===== src/rtl/cdc_hs_tx_pkg.sv =====
// cdc_hs_tx_pkg: shared state encoding and counter width for the req/ack CDC sender.
package cdc_hs_tx_pkg;
  typedef enum logic [1:0] {IDLE, SETUP, REQ, REL} state_t;
  localparam int CNT_W = 16;
endpackage


===== src/rtl/cdc_sync_2ff.sv =====
// cdc_sync_2ff: two-flop synchronizer for a single asynchronous bit.
module cdc_sync_2ff (
  input  logic clk,
  input  logic rst,
  input  logic i_d,
  output logic o_q
);
  logic r_meta, r_q;
  always_ff @(posedge clk or posedge rst)
    if (rst) {r_meta, r_q} <= 2'b00;
    else {r_meta, r_q} <= {i_d, r_meta};
  assign o_q = r_q;
endmodule


===== src/rtl/cdc_hs_tx.sv =====
// cdc_hs_tx: transmit side of a 4-phase req/ack bundled-data clock-domain crossing.
module cdc_hs_tx
  import cdc_hs_tx_pkg::*;
#(
  parameter int width   = 4,
  parameter int timeout = 64
) (
  input  logic             clk,
  input  logic             rst,
  input  logic             in_valid,
  output logic             in_ready,
  input  logic [width-1:0] in_data,
  output logic             req_out,
  output logic [width-1:0] data_out,
  input  logic             ack_in,
  output logic             done,
  output logic             stall
);
  state_t             r_state, w_next;
  logic               r_req, r_done;
  logic [width-1:0]   r_data;
  logic [CNT_W-1:0]   r_cnt;
  logic               w_ack_s, w_accept, w_busy;
  cdc_sync_2ff u_sync (.clk(clk), .rst(rst), .i_d(ack_in), .o_q(w_ack_s));
  // Holding off during the done cycle keeps accept and done from coinciding.
  assign in_ready = (r_state == IDLE) && !w_ack_s && !r_done;
  assign w_accept = in_valid && in_ready;
  assign w_busy   = (r_state == REQ) || (r_state == REL);
  assign stall    = w_busy && (r_cnt == CNT_W'(timeout));
  assign req_out  = r_req;
  assign data_out = r_data;
  assign done     = r_done;
  always_comb begin
    w_next = r_state;
    case (r_state)
      IDLE:    w_next = w_accept ? SETUP : IDLE;
      SETUP:   w_next = REQ;
      REQ:     w_next = w_ack_s ? REL : REQ;
      REL:     w_next = w_ack_s ? REL : IDLE;
      default: w_next = IDLE;
    endcase
  end
  always_ff @(posedge clk or posedge rst)
    if (rst) begin
      r_state <= IDLE;
      r_req   <= 1'b0;
      r_done  <= 1'b0;
      r_data  <= '0;
      r_cnt   <= '0;
    end else begin
      r_state <= w_next;
      r_req   <= (r_state == REQ) && (w_next == REQ);
      r_done  <= (r_state == REL) && (w_next == IDLE);
      r_data  <= w_accept ? in_data : r_data;
      if ((w_next != r_state) && ((w_next == REQ) || (w_next == REL)))
        r_cnt <= '0;
      else if (w_busy && (r_cnt != CNT_W'(timeout)))
        r_cnt <= r_cnt + CNT_W'(1);
    end
endmodule


===== config.mk =====
export PLATFORM = sky130hd
export DESIGN_NAME = cdc_hs_tx
export DESIGN_NICKNAME = d
export VERILOG_FILES = /design/src/rtl/cdc_hs_tx_pkg.sv /design/src/rtl/cdc_sync_2ff.sv /design/src/rtl/cdc_hs_tx.sv
export SDC_FILE = /design/constraint.sdc
export NUM_CORES = 1
export LEC_CHECK = 0
export CORE_MARGIN = 3
export CORE_UTILIZATION = 48
export DETAILED_ROUTE_END_ITERATION = 7
export PLACE_DENSITY = 0.85
export SLEW_MARGIN = 40
export SYNTH_ARGS = -nofsm -noshare
export SYNTH_HDL_FRONTEND = slang
export SYNTH_SLANG_ARGS = --single-unit

===== constraint.sdc =====
create_clock -name clk -period 2.4 [get_ports clk]
set_clock_uncertainty 0.2 [all_clocks]
set_input_delay 0.72 -clock clk [delete_from_list [all_inputs] [get_ports clk]]
set_output_delay 0.72 -clock clk [all_outputs]
set_load 0.03 [all_outputs]

Word-level counts from Yosys, hierarchy flattened
Index checks and enable logic that the tools add are counted.

Multiplexer cells: 6. $add $sub $neg: 1. Reductions and logical operators: 15. Equality and inequality tests: 8.

Operators with widths (number): 2-to-1 mux 16 bit (2); adder 16 x 1 -> 16 bit (second input constant) (1); equality test 16 x 7 -> 1 bit (second input constant) (1); != test 16 x 7 -> 1 bit (second input constant) (1); equality test 2 bit (second input constant) (4); logical AND 1 bit (8); one-hot mux 2 bit (4 select lines) (1); zero test 2 bit (2); equality test 2 x 1 -> 1 bit (second input constant) (1); zero test 1 bit (2); logical OR 1 bit (2); 2-to-1 mux 1 bit (2); 2-to-1 mux 2 bit (1); != test 2 bit (1); nonzero test 2 bit (1).

Word-level logic and storage cells: 37. Output and inout bits: 8. Register bits after elaboration: 26.

Logic depth before layout (Yosys ltp)
Gate-level depths: netlist (run 1).

Depth after elaboration: 10. Gate-level depth with buffers: 6. Depth with buffers taken out: 6.

Modules after synthesis
Synthesis (run 1) repeated with hierarchy kept, for this count alone.

Cell total of the unflattened synthesis: 113. Area, all modules: 1227.4 sq um.

Modules (own cells, without submodules): cdc_hs_tx (cells an instance 110, instances 1, area an instance 1173.6 sq um, seq. area each 600.6 sq um); cdc_sync_2ff (cells an instance 3, instances 1, area an instance 53.8 sq um, seq. area each 50.0 sq um).

Worst setup path before layout (run 1)
OpenSTA, ideal clock, no wires.

Path kind: register to output. From: reg r_cnt[4]. To: out stall. Setup slack: -226 ps. Buffers on the path: 0. Required time: 1480 ps. Arrival: 1706 ps. Cell stages (with the launch flop): 4. Path through: dfrtp_1 or4_1 nor4_1 and2_1.

Longest elaborated chain between the ends: 2.

RTL lines: start: declaration (RTL line cdc_hs_tx.sv:22) `logic [CNT_W-1:0] r_cnt;`; start signal: assignment (RTL line cdc_hs_tx.sv:58) `r_cnt <= r_cnt + CNT_W'(1);`; equality test 16 x 7 -> 1 bit (RTL line cdc_hs_tx.sv:29) `assign stall = w_busy && (r_cnt == CNT_W'(timeout));`; logical AND 1 bit (RTL line cdc_hs_tx.sv:29); end: declaration (RTL line cdc_hs_tx.sv:17) `output logic stall`.

Every way passes these cells.

Worst setup path after layout (run 1)
From: reg r_cnt[14]. To: out stall.

Same word-level chain as after synthesis.

==> results of run 1 <==
==> final cells by class <==
cell class,instances,area [um2]
Sequential cell,26,652
Inverter,3,11.3
Timing Repair Buffer,39,329
Multi-Input combinational cell,81,589
Clock buffer,3,22.5
Fill cell,161,649
Clock inverter,1,30.0
Tap cell,28,35.0
==> report_power, final <==
group | switching (mW) | internal (mW) | total [mW]
registers | 0.0662 | 0.523 | 0.589
logic | 0.315 | 0.265 | 0.580
clock network | 0.138 | 0.169 | 0.307
==> registers in the layout (all words and copies together) (netlist names) <==
register	flops
u_sync.r_meta	1
done	1
req_out	1
r_cnt	16
u_sync.o_q	1
r_state	2
data_out	4
==> layer usage <==
layer / track usage / up-vias / wire, um
met5: 0 / - / 0
met4: 0.0712 / 0 / 56
met3: 0.0207 / 7 / 71
met2: 0.310 / 18 / 1400
met1: 0.254 / 481 / 1160
li1: - / 477 / -
==> critical path, cell delays in order, from the launching register on <==
cell and delay [ns]:
dfrtp_1 0.41, or4_4 0.56, nor4_4 0.31, and2_4 0.18
buf_6 0.12
==> logic make-up after synthesis <==
| family | after synthesis |
|---|---|
| compound gates | 9 |
| xor+xnor | 11 |
| fa+ha+maj | 2 |
| buf+inv | 5 |
| flops | 26 |
| mux | 6 |
| simple gates | 53 |
==> synth_stat cells (all sizes together) <==
cell type and instances:
o21ai 4, nor2 14, xnor2 6, nor4 4, inv 3, mux2i 2
xor2 5, ha 2, clkbuf 1, nand3 4, nand2 9, or4 4
and3 1, o41ai 1, and2 1, nand4 5, mux2 4, nor3 2
dfrtp 26, and3b 1, buf 1, nand3b 1, a21oi 4, or3 4
nor3b 1, and4 2
==> through the flow <==
step	worst slack, ns	util	setup TNS [ns]	total power, mW	hold slack [ns]
detailed placement	-0.0747	0.671	-0.0747	1.15	0.140
CTS	-0.422	0.704	-0.422	1.46	0.173
global route	-0.517	0.720	-0.517	1.56	0.198
finish	-0.437	0.720	-0.437	1.48	0.172
floorplan	-0.0446	-	-0.0446	0.934	0.131
global placement	-0.0319	0.671	-0.0319	1.12	0.134
==> final timing paths <==
| kind | start | end | slack, ns |
|---|---|---|---|
| setup / recovery | r_cnt[14]$_DFFE_PP0P_ | stall | -0.44 |
| hold / removal | u_sync.r_meta$_DFF_PP0_ | u_sync.o_q$_DFF_PP0_ | 0.17 |
| setup reg to reg | r_cnt[4]$_DFFE_PP0P_ | r_cnt[15]$_DFFE_PP0P_ | 0.19 |
| hold reg to reg | u_sync.r_meta$_DFF_PP0_ | u_sync.o_q$_DFF_PP0_ | 0.17 |
| max in group asynchronous | rst | r_state[1]$_DFF_PP0_ | 1.23 |
| min in group asynchronous | rst | data_out[3]$_DFFE_PP0P_ | 0.51 |
==> what timing repair did <==
item,CTS,global route
resized for setup,3,0
setup endpoints to repair,2,2
hold endpoints to repair,0,0
pin swaps,1,1
setup buffers,2,5
==> flow_summary.ini, run 1 <==
[clocking]
cts_tree = yes
path_clk_slew_ns = 0.15
clockRootBuffer = clkbuf_4
clock-sinks = 26
cts_buffers = 3
ctsHoldBuffers = 0
cts_buffer_depth = 2
clk_latency_ns = 0.33
htreeDepth = 1

[logic_synthesis]
synth-seq-cells = 26
syn-num-nets = 122
synthCells = 112
synth.distinct_cells = 28
ys_seq_area_frac = 0.532
syn_area_per_cell_um2 = 10.9
netlist_area_mm2 = 0.00122
synthSimpleGateAreaFrac = 0.245
synth_top_cell_by_area = dfrtp_1
synth_xor_area_frac = 0.0787
synthTopCellsByArea = dfrtp_1 53%, nor2_1 4.3%, xnor2_1 4.3%, mux2_2 3.7%, xor2_1 3.6%
yosys-mux-area-fraction = 0.0532
synth_adder_area_share = 0.0204
synth_compound_area_frac = 0.0552
synth_warnings = 0
synth_top_area_frac = 0.532
synth_top_family_by_area = simple AND/OR/NAND/NOR gates

[global_route]
antenna_found_initial = 0
grt_max_degree = 27
grt_usage = 0.189
grt_first_pass_wirelength_mm = 4.68
gr-total-overflow = 0
grt_pass1_vias = 966

[critical_path]
cp-start-kind = flop
r2r_cells = 7
cp.required_ns = 1.48
path_class = flop to output pin
worstPathArrival_ns = 1.92
crit_path_end_kind = output pin
crit_fanout = 2

[timing]
setup_viol = 1
slew_headroom = 0.748
finalHoldViolCount = 0
drv_slew = 0
worstMarginPinSlew_ns = 0.375
rsz0062_at_grt = true
post-route-period-util = 1.18
fin_ws_ns = -0.437
fin_crit_ns = 2.84
fmax_ghz = 0.352

[drt]
drt_iter0_drc = 31
vias = 983
drtAntennaViolNets = 0
drc = 0
routed_wl_mm = 2.68
wl_per_cell_um = 14.8
vias_per_cell = 5.43
firstDrtPassIters = 4

[power]
cellPowerDensity_mw_per_mm2 = 885
power.leakage_nw = 0.769
ir_drop_mv = 0.868

[place]
dpl.hpwl_mm = 1.97
dp.cells = 170
port_buffers = 15
place_congestion = 0.854
post_dp_cell_area_mm2 = 0.00156

[outcome]
outcome = finished, violations left
violations = negative setup slack

[layout]
area_growth_pct = 36.4
most-common-layout-cells = 25 x dfrtp_1, 25 x buf_4, 14 x nor2_1
layout.cells.non_filler = 181
n_antenna_cell = 0
layout.nets = 164
finalInstanceArea_mm2 = 0.00167
drive_above_1_share = 0.288

[floorplanning]
die_area_mm2 = 0.00319
start_util = 0.528
dieHeight_um = 56.5
die_width_um = 56.5
core_area_mm2 = 0.00232
num_rows = 17
ios = 16

[job]
max_cap_violations = 0

[hold_path]
hold_depth = 0
min_path_type = flop to flop
(Power assumes the default switching activity.)
==> run 2, diff against run 1 <==
--- a/config.mk
+++ b/config.mk
@@ -5,6 +5,7 @@
 export SDC_FILE = /design/constraint.sdc
 export NUM_CORES = 1
 export LEC_CHECK = 0
+export CORE_ASPECT_RATIO = 1.4
 export CORE_MARGIN = 3
 export CORE_UTILIZATION = 48
 export DETAILED_ROUTE_END_ITERATION = 7
==> constraint.sdc (replaced) <==
create_clock -name clk -period 2.32 [get_ports clk]
set_clock_uncertainty 0.2 [all_clocks]
set_input_delay 0.696 -clock clk [delete_from_list [all_inputs] [get_ports clk]]
set_output_delay 0.696 -clock clk [all_outputs]
set_load 0.03 [all_outputs]
==> flow_summary.ini, run 2 (synthesis results as in run 1) <==
[outcome]
outcome = finished, violations left
violations = negative setup slack

[timing]
drv_slew = 0
fin_ws_ns = -0.442
fin_setup_tns_ns = -0.442
post-route-period-util = 1.19
rsz0062_at_grt = true
fmax_ghz = 0.362
setup_viol = 1
finalHoldViolCount = 0
worstMarginPinSlew_ns = 0.387
slew_headroom = 0.740
fin_crit_ns = 2.76

[critical_path]
crit_path_end_kind = output pin
cp.required_ns = 1.42
slowest_stage = or4_4
path_class = flop to output pin
cp-start-kind = flop
path_cells = or4_4 -> nor4_4 -> and2_4 -> buf_6
worstPathArrival_ns = 1.87
cpPeakStageDelay_ns = 0.55
crit_fanout = 2

[power]
cellPowerDensity_mw_per_mm2 = 828
ir_drop_mv = 0.827
power.leakage_nw = 0.778

[floorplanning]
start_util = 0.506
core_area_mm2 = 0.00242
die_width_um = 48.7
num_rows = 21
ios = 16
die_area_mm2 = 0.00320
dieHeight_um = 65.7

[place]
place_congestion = 0.828
port_buffers = 15
dp.cells = 178
dpl.hpwl_mm = 2.01
post_dp_cell_area_mm2 = 0.00157

[layout]
drive_above_1_share = 0.272
n_antenna_cell = 0
fin_util = 0.680
area_growth_pct = 34.3
largest_register_ffs = 16
regMostFlops = r_cnt
finalInstanceArea_mm2 = 0.00164
final_common_cell = dfrtp_1
layout.nets = 163
most-common-layout-cells = 26 x dfrtp_1, 24 x buf_4, 14 x nor2_1
layout.cells.non_filler = 185

[global_route]
grt_usage = 0.184
use_met3 = 0.0204
grt_use_met2 = 0.369
grt_pass1_vias = 1035
grt_max_degree = 27
met1_usage = 0.184
gr-total-overflow = 0
grt-busiest-layer = met2
grt_first_pass_wirelength_mm = 4.51
antenna_found_initial = 0

[drt]
drc = 0
vias_per_cell = 5.24
firstDrtPassIters = 4
routed_wl_mm = 2.61
drtAntennaViolNets = 0
drt_iter0_drc = 25
wl_per_cell_um = 14.1
vias = 970

[clocking]
clock-sinks = 26
cts_tree = yes
htreeDepth = 1
cts_buffers = 3
cts_buffer_depth = 2
clk_latency_ns = 0.31
ctsHoldBuffers = 0
path_clk_slew_ns = 0.12
clockRootBuffer = clkbuf_4

[job]
max_cap_violations = 0

[hold_path]
min_path_type = flop to flop
[run 2: changes by cell type in the layout (fill, tap and decap cells not counted)]
cell	change
bufinv_16	-1
clkdlybuf4s50_1	-2
dlymetal6s2s_1	+2
dfrtp_2	-1
buf_4	-1
dfrtp_1	+1
[run 2: critical path: cells and delay by family (launching register included)]
| kind | cells | cell delay (ns) |
|---|---|---|
| buffers and inverters | 1 | 0.12 |
| flip-flops | 1 | 0.40 |
| AND/OR/NAND/NOR | 3 | 1.03 |
[run 2: worst paths after layout]
kind | from | endpoint | slack [ns] | cells past startpoint
min reg2reg | u_sync.r_meta$_DFF_PP0_ | u_sync.o_q$_DFF_PP0_ | 0.18 | 0
max reg2reg | r_cnt[14]$_DFFE_PP0P_ | r_cnt[1]$_DFFE_PP0P_ | 0.18 | 5
max | r_cnt[13]$_DFFE_PP0P_ | stall | -0.44 | 4
min in group asynchronous | rst | u_sync.o_q$_DFF_PP0_ | 0.53 | 3
max in group asynchronous | rst | r_cnt[14]$_DFFE_PP0P_ | 1.15 | 3
min | u_sync.r_meta$_DFF_PP0_ | u_sync.o_q$_DFF_PP0_ | 0.18 | 0
[run 2: layout make-up]
type,count,area [um2]
clock buffers,3,22.5
fillers,200,774
inverters,3,11.3
multi-input cells,81,589
flip-flops and latches,26,651
well taps,34,42.5
repair buffers,38,327
[run 2: layer usage]
layer | up-vias | routed length, um | part of all wire
met4 | 0 | 66 | 0.025
met1 | 468 | 975 | 0.37
met2 | 19 | 1500 | 0.57
met3 | 6 | 69 | 0.026
li1 | 477 | - | -
met5 | - | 0 | 0
[run 2: metrics by stage]
stage               hold slack (ns)  worst slack [ns]  total power, mW
floorplan                     0.131            -0.116            0.962
global placement              0.134            -0.100             1.16
detailed placement            0.154            -0.123             1.19
CTS                           0.183            -0.442             1.38
global route                  0.201            -0.505             1.45
finish                        0.182            -0.442             1.36
[run 2: timing repair]
action / 4_1_cts / 5_1_grt
resized for setup: 3 / 2
setup buffers: 4 / 0
endpoints found under the setup margin: 1 / 3
pin swaps: 2 / 0
[run 2: power by group]
| group | total [mW] | internal [mW] | switching [mW] |
|---|---|---|---|
| Sequential | 0.611 | 0.540 | 0.0716 |
| Combinational | 0.571 | 0.261 | 0.310 |
| Clock | 0.178 | 0.0607 | 0.117 |
==> edit 1 (settings of run 2) <==
Make the reset (`rst`) synchronous in 2 clocked blocks. Comments in the files are not updated.
--- a/src/rtl/cdc_sync_2ff.sv
+++ b/src/rtl/cdc_sync_2ff.sv
@@ -7,5 +7,5 @@
 );
   logic r_meta, r_q;
-  always_ff @(posedge clk or posedge rst)
+  always_ff @(posedge clk)
     if (rst) {r_meta, r_q} <= 2'b00;
     else {r_meta, r_q} <= {i_d, r_meta};
--- a/src/rtl/cdc_hs_tx.sv
+++ b/src/rtl/cdc_hs_tx.sv
@@ -41,5 +41,5 @@
     endcase
   end
-  always_ff @(posedge clk or posedge rst)
+  always_ff @(posedge clk)
     if (rst) begin
       r_state <= IDLE;
Behaviour: differs if rst is asserted again (counterexample within 4 cycles, from zero or initial values and one cycle with rst high); with rst held inactive, the same outputs for 10 cycles.
==> edit 1 against run 2 <==
The flow still finishes with violations (negative setup slack). Count of clock-buffer cells in the layout is 1 higher. Synthesized area fell by 1.5%. Global-route usage fell by 0.33 points. Design area fell by 7.7%. Utilization fell by 1.4 points. Worst setup slack better by 380 ps. Die area shrank 1.4%. Sequential cell count is the same. Wire length is 1.8% lower. Synthesized cell count grew 17%. Sequential share of layout area decreased by 4.9 points. Register-to-register slack improved by 340 ps. Critical path type unchanged. Largest cell class is now multi-input combinational cells.
Power is not compared: it rests on default switching activity, and its combinational part moved more than twofold at a synthesized area within 25%.
==> edit 1: results (changes against run 2) <==
Run status
  – Status: finished with violations (unchanged)
  – Failing checks: negative setup slack (unchanged)

CTS
  – Clock buffer depth: 2 (unchanged)
  – H-tree Lvls: 1 (unchanged)
  – Clk_lat worst skew: 310 ps (about the same)
  – Clock Pin Slew Worst Setup and Hold Paths: about 130 ps
  – CTS Root Cell: clkbuf_4 (unchanged)
  – Number of CTS-inserted buffers: 3 (unchanged)

Yosys
  – Main area contributors after synthesis: dfxtp_1 43%, xnor2_1 5.8%, nor2_1 5.6% (was dfrtp_1 53%, nor2_1 4.3%, xnor2_1 4.3%)
  – Top cells by count, synth: 26 x dfxtp_1, 18 x nor2_1, 14 x nand2_1, 8 x a21oi_1, 8 x xnor2_1 (was 26 x dfrtp_1, 14 x nor2_1, 9 x nand2_1, 6 x xnor2_1, 5 x xor2_1)
  – Top-count cell post-synth: dfxtp_1 (was dfrtp_1)
  – Adder-Cell Fraction of Synth Area: 2.077% (was 2.045%)
  – Register area share after synthesis: 43.20% (was 53.17%)
  – Mux cell area share after synthesis: 1.765% (was 5.317%)
  – Ys Warns: 0 (unchanged)
  – Compound-Gate Fraction of Synth Area: 7.373% (was 5.521%)
  – Post-Syn Nets: 141 (was 122)
  – Fraction of registers with async set/reset: 0% (was 100.0%)
  – Library cells used by synthesis: 31 (was 28)
  – Post-Synth XOR/XNOR Area: 7.996% (was 7.873%)
  – Post-synth EDFFs: 0 (unchanged)

Setup path
  – CP endpoint kind: output pin (unchanged)
  – CP Max Fanout: 2 (unchanged)
  – Arrival @ worst endpoint: 1480 ps (was 1870 ps)

Final layout
  – Largest register FFs: 16 (unchanged)
  – Final nets: 164 (was 163)
  – Largest Register: r_cnt (unchanged)
  – Layout cell share with drive strength beyond 1: 22.22% (was 27.15%)
  – # diodes: 0 (unchanged)

Place
  – Port bufs: 15 (unchanged)
  – Post-DP HPWL: 1.842 mm (was 2.013 mm)
  – Gpl congestion: 0.8082 (was 0.8282)

Worst hold path
  – Hold crit path type: reg2reg (unchanged)

Global routing
  – Largest net degree at the start of global routing: 15 (was 27)
  – Initial antenna violation count: 0 (unchanged)
  – First-pass GRT wire length: 4.478 mm (was 4.505 mm)
  – GRT Total Usage: 18.12% (was 18.45%)

Timing
  – Final setup margin: -60.58 ps (was -442.5 ps)
  – Rel. slew slack: 77.65% (was 73.98%)
  – Setup tns final: -60.58 ps (was -442.5 ps)
  – Endpoints failing setup: 1 (unchanged)

Routing
  – Wire per inst: 13.76 microns (was 14.09 microns)
  – Final ANT Viol Nets: 0 (unchanged)
  – 1st-pass router iterations: 4 (unchanged)
  – Initial DRC count: 32 (was 25)
  – DR vias: 1022 (was 970)

Pwr
  – Peak supply drop: 411.5 uV
  – Lkg Pwr: 0.5853 nW
[edit 1: metrics by stage]
step | power, mW | area (sq um) | hold WS [ps] | setup slack [ps] | std cells
3_5_place_dp | 0.5876 | 1383 | 238.2 | 52.36 | 179
5_1_grt | 0.8522 | 1516 | 287.8 | -160.6 | 186
2_1_floorplan | 0.5482 | 1207 | 213.8 | 89.55 | 131
3_3_place_gp | 0.5835 | 1383 | 227.6 | 152.0 | 179
4_1_cts | 0.8118 | 1506 | 267.0 | -29.56 | 185
6_report | 0.8138 | 1516 | 264.4 | -60.58 | 186
[edit 1: timing repair]
action | in CTS | in global routing
gates cloned | 0 | 0
setup endpoints to repair | 2 | 3
buffers inserted | 2 | 1
gates resized for setup | 17 | 1
pin swaps | 4 | 2
hold buffers | 0 | 0
hold endpoints to repair | 0 | 0
[edit 1: power breakdown]
part / internal [mW] / switching, mW / total [mW]
Combinational: 0.0575 / 0.0592 / 0.117
Clock: 0.0958 / 0.128 / 0.223
Sequential: 0.459 / 0.0143 / 0.474
Total: 0.613 / 0.201 / 0.814
[edit 1: cell type report]
| class | count | area, sq um |
|---|---|---|
| multi-input cells | 95 | 678.2 |
| clock buffers | 4 | 36.28 |
| flip-flops and latches | 26 | 526.8 |
| inverters | 4 | 15.01 |
| fillers | 177 | 760.7 |
| well taps | 33 | 41.29 |
| repair buffers | 24 | 219.0 |
[edit 1: layer usage]
metal	GRT usage (%)	routed length, microns	vias up
met5	0	0	-
met2	35.00	1377	38
met4	8.185	45	0
met1	18.07	976	475
li1	-	-	499
met3	4.535	160	10
[edit 1: worst paths after layout]
| path | startpoint | to | slack (ps) | depth (start not counted) |
|---|---|---|---|---|
| min | u_sync.r_meta$_SDFF_PP0_ | u_sync.o_q$_SDFF_PP0_ | 260 | 1 |
| min reg2reg | u_sync.r_meta$_SDFF_PP0_ | u_sync.o_q$_SDFF_PP0_ | 260 | 1 |
| max | r_cnt[1]$_SDFFE_PP0P_ | stall | -60 | 6 |
| max reg2reg | r_cnt[3]$_SDFFE_PP0P_ | r_cnt[15]$_SDFFE_PP0P_ | 520 | 4 |
[edit 1: critical path, cell delays in order (launching register included)]
cell and delay [ps]:
dfxtp_2 350, inv_2 60, ha_4 120, nor4b_4 210, nand4_1 170, nor2_2 130
buf_6 140
[edit 1: cells by family (layout without fill, tap and decap cells)]
kind of cell	Yosys count	in the layout
AOI/OAI and AO/OA	15	15
xor gates and xnor gates	11	11
adders and majority gates	2	2
buffers and inverters	10	32
DFF	26	26
muxes	2	2
and+or+nand+nor	65	65
==> edit 2 (config.mk and constraints of run 2) <==
Made on the original files. `CNT_W`: 16 -> 18.
--- a/src/rtl/cdc_hs_tx_pkg.sv
+++ b/src/rtl/cdc_hs_tx_pkg.sv
@@ -2,5 +2,5 @@
 package cdc_hs_tx_pkg;
   typedef enum logic [1:0] {IDLE, SETUP, REQ, REL} state_t;
-  localparam int CNT_W = 16;
+  localparam int CNT_W = 18;
 endpackage
 
Behaviour: no difference found for any inputs over 10 cycles, from zero or initial values and one cycle with rst high; that may be too few to reach the edited logic, so the function may still have changed.
==> edit 2 against run 2 <==
Sequential share of layout area is 0.94 points higher. Register-to-register slack better by 30 ps. Highest routed layer unchanged. The flow still finishes with violations (negative setup slack). Wire length is 26% higher. Synthesized area is 12% higher. Worst setup slack better by 220 ps. Design area is 5.6% higher. Count of clock-buffer cells in the layout stayed put. Largest cell class unchanged. Cell count is 8.6% higher. Sequential cell count is 2 higher. Total power is 14% higher. Utilization is 3.0 points lower. Via count is 20% higher.
==> edit 2: results (changes against run 2) <==
Pwr
  – P_int: 971.6 uW (was 861.6 uW)
  – Peak supply drop: 558.2 uV (was 827.4 uV)

CTS
  – Clock Sinks: 28 (was 26)
  – Post-CTS Setup Repair Bufs: 6 (was 4)
  – Post-cts sizing count: 4 (was 3)
  – Clock Pin Slew Worst Setup and Hold Paths: 160 ps (was 120 ps)

Run status
  – Status: finished with violations (unchanged)
  – Failing checks: negative setup slack (unchanged)

Global routing
  – GRT Total Usage: 20.33% (was 18.45%)
  – Largest net degree at the start of global routing: 29 (was 27)
  – Vias in the first global route: 1193 (was 1035)

Setup path
  – Arrival @ worst endpoint: 1640 ps (was 1870 ps)
  – Worst r2r src: r_cnt[8]$_DFFE_PP0P_ (was r_cnt[14]$_DFFE_PP0P_)

Final layout
  – Multi-input logic cell count: 101 (was 81)
  – Inverter count: 7 (was 3)
  – Clk tree area frac: 3.030% (was 1.371%)
  – Layout cell share with drive strength beyond 1: 20.00% (was 27.15%)

Die
  – Die area: 0.003546 sq mm (was 0.003200 sq mm)

Routing
  – DR vias: 1166 (was 970)
  – Initial DRC count: 81 (was 25)
  – Met2 routed WL: 1.761 mm (was 1.495 mm)
  – M1 WL: 1.271 mm (was 975 microns)

Place
  – Placed Cells: 191 (was 178)
  – Post-DP HPWL: 2.322 mm (was 2.013 mm)

Yosys
  – Mux cell area share after synthesis: 5.469% (was 5.317%)
  – Library cells used by synthesis: 32 (was 28)
  – Syn avg cell area: 9.804 sq um (was 10.93 sq um)
  – Adder-Cell Fraction of Synth Area: 1.823% (was 2.045%)
  – Compound-Gate Fraction of Synth Area: 6.746% (was 5.521%)
  – Post-Syn Nets: 150 (was 122)
  – Register area share after synthesis: 51.05% (was 53.17%)
  – Main area contributors after synthesis: dfrtp_1 51%, nand2_1 4.1%, nor2_1 4.1% (was dfrtp_1 53%, nor2_1 4.3%, xnor2_1 4.3%)
  – Top cells by count, synth: 28 x dfrtp_1, 15 x nand2_1, 15 x nor2_1, 7 x a21oi_1, 7 x inv_1 (was 26 x dfrtp_1, 14 x nor2_1, 9 x nand2_1, 6 x xnor2_1, 5 x xor2_1)

Timing
  – Final setup margin: -217.7 ps (was -442.5 ps)
  – Endpoints failing setup: 1 (unchanged)
  – Rel. slew slack: 71.61% (was 73.98%)
[edit 2: final timing paths]
path | end | cells after the start
setup / recovery | stall | 4
hold / removal | u_sync.o_q$_DFF_PP0_ | 0
setup reg to reg | r_cnt[15]$_DFFE_PP0P_ | 5
hold reg to reg | u_sync.o_q$_DFF_PP0_ | 0
max in group asynchronous | r_cnt[7]$_DFFE_PP0P_ | 3
min in group asynchronous | r_state[1]$_DFF_PP0_ | 3
[edit 2: power by group through the flow]
| stage | sequential [mW] | clock [mW] | combinational, mW |
|---|---|---|---|
| floorplan | 0.723 | 0 | 0.295 |
| global placement | 0.663 | 0 | 0.536 |
| detailed placement | 0.674 | 0 | 0.553 |
| CTS | 0.666 | 0.332 | 0.554 |
| global route | 0.687 | 0.350 | 0.595 |
| finish | 0.674 | 0.327 | 0.548 |
[edit 2: worst max-delay path: stages (launching register included)]
cell     delay [ps]
dfrtp_1         430
nor4_2          300
nand4_1         220
nor3_2          170
buf_4           180
